File: src/rtl/hazard_ctrl.sv
// -----------------------------------------------------------------------------
// hazard_ctrl -- pipeline hazard controller for a classic 5-stage core.
//
// Decides, every cycle, whether the front end advances, stalls or is flushed:
//   * redirect (branch mispredict / jump) resolved in EX flushes IF/ID and ID/EX
//   * a multiply/divide starting in EX freezes IF/ID and ID/EX for MD_LAT cycles
//   * a load in EX feeding an instruction in ID inserts LOAD_STALL bubbles
//
// Parameters:
//   REG_AW      register-specifier width
//   LOAD_STALL  load-use bubble count (1..3)
//   MD_LAT      multiply/divide EX occupancy in cycles, start cycle included (2..15)
//
// Ports:
//   clk, rst_n        clock; synchronous active-low reset
//   next_type         EX resolution: 00 PC+4, 01 predicted ok, 10 mispredict, 11 jump
//   idex_mem_read     load in EX
//   idex_rt           destination of the load in EX
//   ifid_rs, ifid_rt  source specifiers of the instruction in ID
//   ifid_uses_rt      ifid_rt is a real source (compare it)
//   idex_md_start     mul/div begins in EX this cycle
//   pc_write          PC may update
//   pc_src            00 PC+4, 01 jump target, 10 ID/EX PC (mispredict recovery)
//   ifid_stall/flush  IF/ID register hold / clear
//   idex_stall/flush  ID/EX register hold / clear (flush inserts a bubble)
//   md_busy           mul/div unit occupies EX
//   stall_cycles      cycles with pc_write=0 since reset
//   flush_events      cycles with ifid_flush=1 since reset
//
// Configuration:
//   HAZARD_PERF_CNT_EN  when defined, stall_cycles/flush_events are live 32-bit
//                       wrapping counters; otherwise both are tied to zero.
// -----------------------------------------------------------------------------
module hazard_ctrl #(
  parameter int REG_AW     = 5,
  parameter int LOAD_STALL = 1,
  parameter int MD_LAT     = 4
) (
  input  logic              clk,
  input  logic              rst_n,
  input  logic [1:0]        next_type,
  input  logic              idex_mem_read,
  input  logic [REG_AW-1:0] idex_rt,
  input  logic [REG_AW-1:0] ifid_rs,
  input  logic [REG_AW-1:0] ifid_rt,
  input  logic              ifid_uses_rt,
  input  logic              idex_md_start,
  output logic              pc_write,
  output logic [1:0]        pc_src,
  output logic              ifid_stall,
  output logic              ifid_flush,
  output logic              idex_stall,
  output logic              idex_flush,
  output logic              md_busy,
  output logic [31:0]       stall_cycles,
  output logic [31:0]       flush_events
);

  typedef enum logic [1:0] {
    S_RUN      = 2'd0,
    S_LD_STALL = 2'd1,
    S_MD_STALL = 2'd2
  } state_e;

  localparam logic [1:0] PC_SRC_SEQ    = 2'b00;
  localparam logic [1:0] PC_SRC_JUMP   = 2'b01;
  localparam logic [1:0] PC_SRC_IDEXPC = 2'b10;

  // Cycles still to spend in the stall state after the cycle that entered it.
  localparam logic [3:0] LD_INIT = 4'(LOAD_STALL - 1);
  localparam logic [3:0] MD_INIT = 4'(MD_LAT - 1);

  state_e     state_q, state_d;
  logic [3:0] cnt_q, cnt_d;

  logic redirect;
  logic load_hit;

  // next_type[1] set means 10 (mispredict) or 11 (jump).
  assign redirect = next_type[1];

  // r0 is hard-wired zero, so a load targeting it never creates a dependency.
  assign load_hit = idex_mem_read && (idex_rt != '0) &&
                    ((idex_rt == ifid_rs) || (ifid_uses_rt && (idex_rt == ifid_rt)));

  // NOTE: sequential state uses non-blocking assignments so every register
  // samples the pre-edge value of every other register.
  always_ff @(posedge clk) begin
    if (!rst_n) begin
      state_q <= S_RUN;
      cnt_q   <= '0;
    end else begin
      state_q <= state_d;
      cnt_q   <= cnt_d;
    end
  end

  always_comb begin
    // NOTE: every output and next-state variable gets a default first, so no
    // path through the case statement can leave one unassigned (no latches).
    state_d    = state_q;
    cnt_d      = cnt_q;
    pc_write   = 1'b1;
    pc_src     = PC_SRC_SEQ;
    ifid_stall = 1'b0;
    ifid_flush = 1'b0;
    idex_stall = 1'b0;
    idex_flush = 1'b0;
    md_busy    = 1'b0;

    unique case (state_q)
      S_RUN: begin
        if (redirect) begin
          pc_src     = next_type[0] ? PC_SRC_JUMP : PC_SRC_IDEXPC;
          ifid_flush = 1'b1;
          idex_flush = 1'b1;
        end else if (idex_md_start) begin
          pc_write   = 1'b0;
          ifid_stall = 1'b1;
          idex_stall = 1'b1;
          md_busy    = 1'b1;
          state_d    = S_MD_STALL;
          cnt_d      = MD_INIT;
        end else if (load_hit) begin
          pc_write   = 1'b0;
          ifid_stall = 1'b1;
          idex_flush = 1'b1;
          // A single bubble is fully covered by this cycle; no state needed.
          if (LOAD_STALL > 1) begin
            state_d = S_LD_STALL;
            cnt_d   = LD_INIT;
          end
        end
      end

      S_LD_STALL: begin
        if (redirect) begin
          // The stalled instruction is on the wrong path anyway: drop it.
          pc_src     = next_type[0] ? PC_SRC_JUMP : PC_SRC_IDEXPC;
          ifid_flush = 1'b1;
          idex_flush = 1'b1;
          state_d    = S_RUN;
          cnt_d      = '0;
        end else begin
          pc_write   = 1'b0;
          ifid_stall = 1'b1;
          idex_flush = 1'b1;
          if (cnt_q <= 4'd1) begin
            state_d = S_RUN;
            cnt_d   = '0;
          end else begin
            cnt_d = cnt_q - 4'd1;
          end
        end
      end

      S_MD_STALL: begin
        // The mul/div owns EX: whatever EX reports now is stale, ignore it.
        pc_write   = 1'b0;
        ifid_stall = 1'b1;
        idex_stall = 1'b1;
        md_busy    = 1'b1;
        if (cnt_q <= 4'd1) begin
          state_d = S_RUN;
          cnt_d   = '0;
        end else begin
          cnt_d = cnt_q - 4'd1;
        end
      end

      default: begin
        state_d = S_RUN;
        cnt_d   = '0;
      end
    endcase

    // While in reset the pipeline is held empty: no PC update, both
    // pipeline registers cleared.
    if (!rst_n) begin
      pc_write   = 1'b0;
      pc_src     = PC_SRC_SEQ;
      ifid_stall = 1'b0;
      ifid_flush = 1'b1;
      idex_stall = 1'b0;
      idex_flush = 1'b1;
      md_busy    = 1'b0;
    end
  end

`ifdef HAZARD_PERF_CNT_EN
  logic [31:0] stall_cnt_q, stall_cnt_d;
  logic [31:0] flush_cnt_q, flush_cnt_d;

  // Counters wrap naturally at 2^32.
  assign stall_cnt_d = stall_cnt_q + {31'd0, ~pc_write};
  assign flush_cnt_d = flush_cnt_q + {31'd0, ifid_flush};

  always_ff @(posedge clk) begin
    if (!rst_n) begin
      stall_cnt_q <= '0;
      flush_cnt_q <= '0;
    end else begin
      stall_cnt_q <= stall_cnt_d;
      flush_cnt_q <= flush_cnt_d;
    end
  end

  assign stall_cycles = stall_cnt_q;
  assign flush_events = flush_cnt_q;
`else
  assign stall_cycles = '0;
  assign flush_events = '0;
`endif

endmodule

File: config.mk
export PLATFORM = sky130hd
export DESIGN_NAME = hazard_ctrl
export DESIGN_NICKNAME = d
export VERILOG_FILES = /design/src/rtl/hazard_ctrl.sv
export SDC_FILE = /design/constraint.sdc
export NUM_CORES = 1
export LEC_CHECK = 0
export CAP_MARGIN = 15
export CORE_MARGIN = 3
export CORE_UTILIZATION = 28
export DETAILED_ROUTE_END_ITERATION = 10
export PLACE_DENSITY = 0.85
export SYNTH_ARGS = -nofsm -noshare
export SYNTH_HDL_FRONTEND = slang
export SYNTH_SLANG_ARGS = --single-unit
File: constraint.sdc
create_clock -name clk -period 1.31 [get_ports clk]
set_input_delay 0.131 -clock clk [delete_from_list [all_inputs] [get_ports clk]]
set_output_delay 0.131 -clock clk [all_outputs]
set_load 0.02 [all_outputs]
==> results.yml <==
sta:
  rsz0062_at_grt: "true"
  fin_crit_sh_pct: 114.0
  finalHoldViolations: 0
  drv_slew: 0
  clock.fmax_mhz: 669.6
  fin_crit_ns: 1.493
  layout_setup_ws_ns: -0.1834
  setup_viol: 4
  skew_ns: 0.0004868
  tns_ns: -0.5090
  fin_hold_ws_ns: 0.3146
synthesis:
  syn_inst: 141
  ys_seq_area_share_pct: 11.65
  yosysUniqueCellTypes: 30
  avgSynthCellArea_um2: 7.312
  yosysWarnings: 0
  ys_ff_latch: 6
  netlist_area_um2: 1031
  yosysTopAreaCell: "buf_4"
  synth_top_area_share_pct: 47.33
  synth.area.top_cells: "buf_4, dfxtp_1, xnor2_1"
clocking:
  cts_hold_buf: 0
  cts.clk_slew.worst_paths_ns: 0.03
  cts_tree: "yes"
  clock_tree.root_cell: "clkbuf_8"
  cts_buffers: 3
  cts.path.max_buffers: 2
  htreeDepth: 1
  clock_sinks: 6
  worstSkewPairLatency_ns: 0.22
global_route:
  first_global_vias: 735
  grt_max_degree: 10
  grt-ovfl-total: 0
  grt_pass1_wl_um: 3153
  antenna_found_initial: 0
  grt_usage_pct: 9.297
placed_design:
  post-dp-hpwl_um: 1847
  dpl_cell_area_um2: 1277
  placed_cells: 230
  gp_congestion: 0.7886
  dpl_worst_slack_ns: -1.048
  place.port_buffers: 29
worst_hold_path:
  hold_depth: 3
  hp-class: "in2reg"
  min-delay-start: "next_type[1]"
detailed_routing:
  postRouteAntennaNets: 0
  vias: 902
  dr.first_iter.drc_count: 19
  detail_route.wl_per_cell_um: 10.07
  dr.pass1.iters: 4
  drc: 0
  wirelength_um: 2376
  viasPerCell: 3.822
layout:
  syn2layout_area_growth_pct: 37.26
  fin_cells: 236
  drive_above_1_share_pct: 31.58
  nFillCells: 361
  fin_nets: 216
  utilization_pct: 41.11
  seq_area_um2: 128.9
  final_area_um2: 1415
  diodes: 0
  multi_input_comb_area_um2: 747.0
  final_common_cell: "conb_1"
  mostFrequentLayoutCells: "conb_1, buf_4, dlygate4sd2_1, xnor2_1, nor2_1"
floorplanning:
  ios: 94
  initial_utilization_pct: 29.95
  coreArea_um2: 3442
  dieArea_um2: 4446
  row_count: 21
  die_w_um: 66.68
  die_h_um: 66.68
worst_setup_path:
  crit_start: "idex_rt[4]"
  critPathMaxFanout: 2
  start_kind: "input pin"
  cp-end-kind: "output port"
  worstSetupPathType: "in2out"
  reg2regPathDepth: 8
  worstPathArrival_ns: 1.36
  worstPathRequired_ns: 1.18
  timing.rr.start: "cnt_q[0]$_SDFFE_PN0P_"
power:
  power.leakage_nw: 0.7033
  power_frac_comb_pct: 54.6
  power.density_nw_per_um2: 781.8
  clkPwrFrac_pct: 24.9
  vdd_drop_max_v: 0.0002661
  p_seq_share_pct: 20.6
  switchingPower_uw: 464.7
  swShare_pct: 42.00
  power.total_mw: 1.106
  p_int_uw: 641.6
outcome:
  violations: "setup timing"
  status: "finished with violations"
run:
  cap_violations: 0
-- power by group through the flow --
stage	registers [mW]	clock network (mW)	logic, mW
2_1_floorplan	0.216	0	0.487
3_3_place_gp	0.219	0	0.520
3_5_place_dp	0.220	0	0.530
4_1_cts	0.221	0.283	0.531
5_1_grt	0.230	0.291	0.661
6_report	0.228	0.275	0.604
-- critical path: stages --
cell	delay, ns
buf_6	0.09
or4_4	0.53
o21ai_4	0.14
nor2_1	0.06
a211oi_2	0.20
o21ai_2	0.08
buf_6	0.13
-- registers in the layout (all words and copies together) (netlist names) --
signal   cells
cnt_q        4
state_q      2
-- per-layer routing --
| layer | global-route usage, % | up-vias | routed length, um |
|---|---|---|---|
| met5 | 0 | - | 0 |
| met4 | 5.330 | 0 | 36 |
| met3 | 1.180 | 4 | 195 |
| met2 | 18.07 | 50 | 1380 |
| met1 | 9.256 | 412 | 764 |
| li1 | - | 436 | - |
-- Yosys cell counts (all sizes together) --
library cell and number:
a211o 1, a211oi 2, a21boi 1, a21oi 5, and2 1, and3 1
buf 67, clkbuf 1, conb 1, dfxtp 6, ha 2, inv 4
nand2 5, nand2b 1, nand3 2, nand4 1, nor2 9, nor2b 1
nor3 4, nor3b 1, nor4 2, o21ai 6, o22ai 1, o31ai 3
or4 1, xnor2 11, xor2 1
-- final timing paths --
check                            end  slack, ns
max                       idex_flush      -0.18
min          state_q[0]$_SDFFE_PN0P_       0.31
max reg2reg    cnt_q[0]$_SDFFE_PN0P_      -0.03
min reg2reg    cnt_q[3]$_SDFFE_PN0P_       0.58
-- kinds of logic (layout without fill, tap and decap cells) --
family,count (synthesis),after routing,synth area share [%]
compound gates,19,19,11.53
other cells,1,64,0.3637
flops,6,6,11.65
xor+xnor,12,12,10.19
simple gates,29,29,13.72
buf+inv,72,58,50.12
fa+ha+maj,2,2,2.427
-- layout make-up --
cell class	instances	share of cell area [%]
Multi-Input combinational cell	126	52.79
Timing Repair Buffer	51	29.89
Sequential cell	6	9.107
Tap cell	46	4.067
Clock buffer	3	2.918
Inverter	4	1.238
-- timing repair --
action | 4_1_cts | 5_1_grt
pin swaps | 19 | 12
hold endpoints to repair | 0 | 0
gates resized for setup | 76 | 24
setup endpoints to repair | 13 | 13
setup buffers | 0 | 4
No activity file was read; power rests on OpenSTA's default activity.
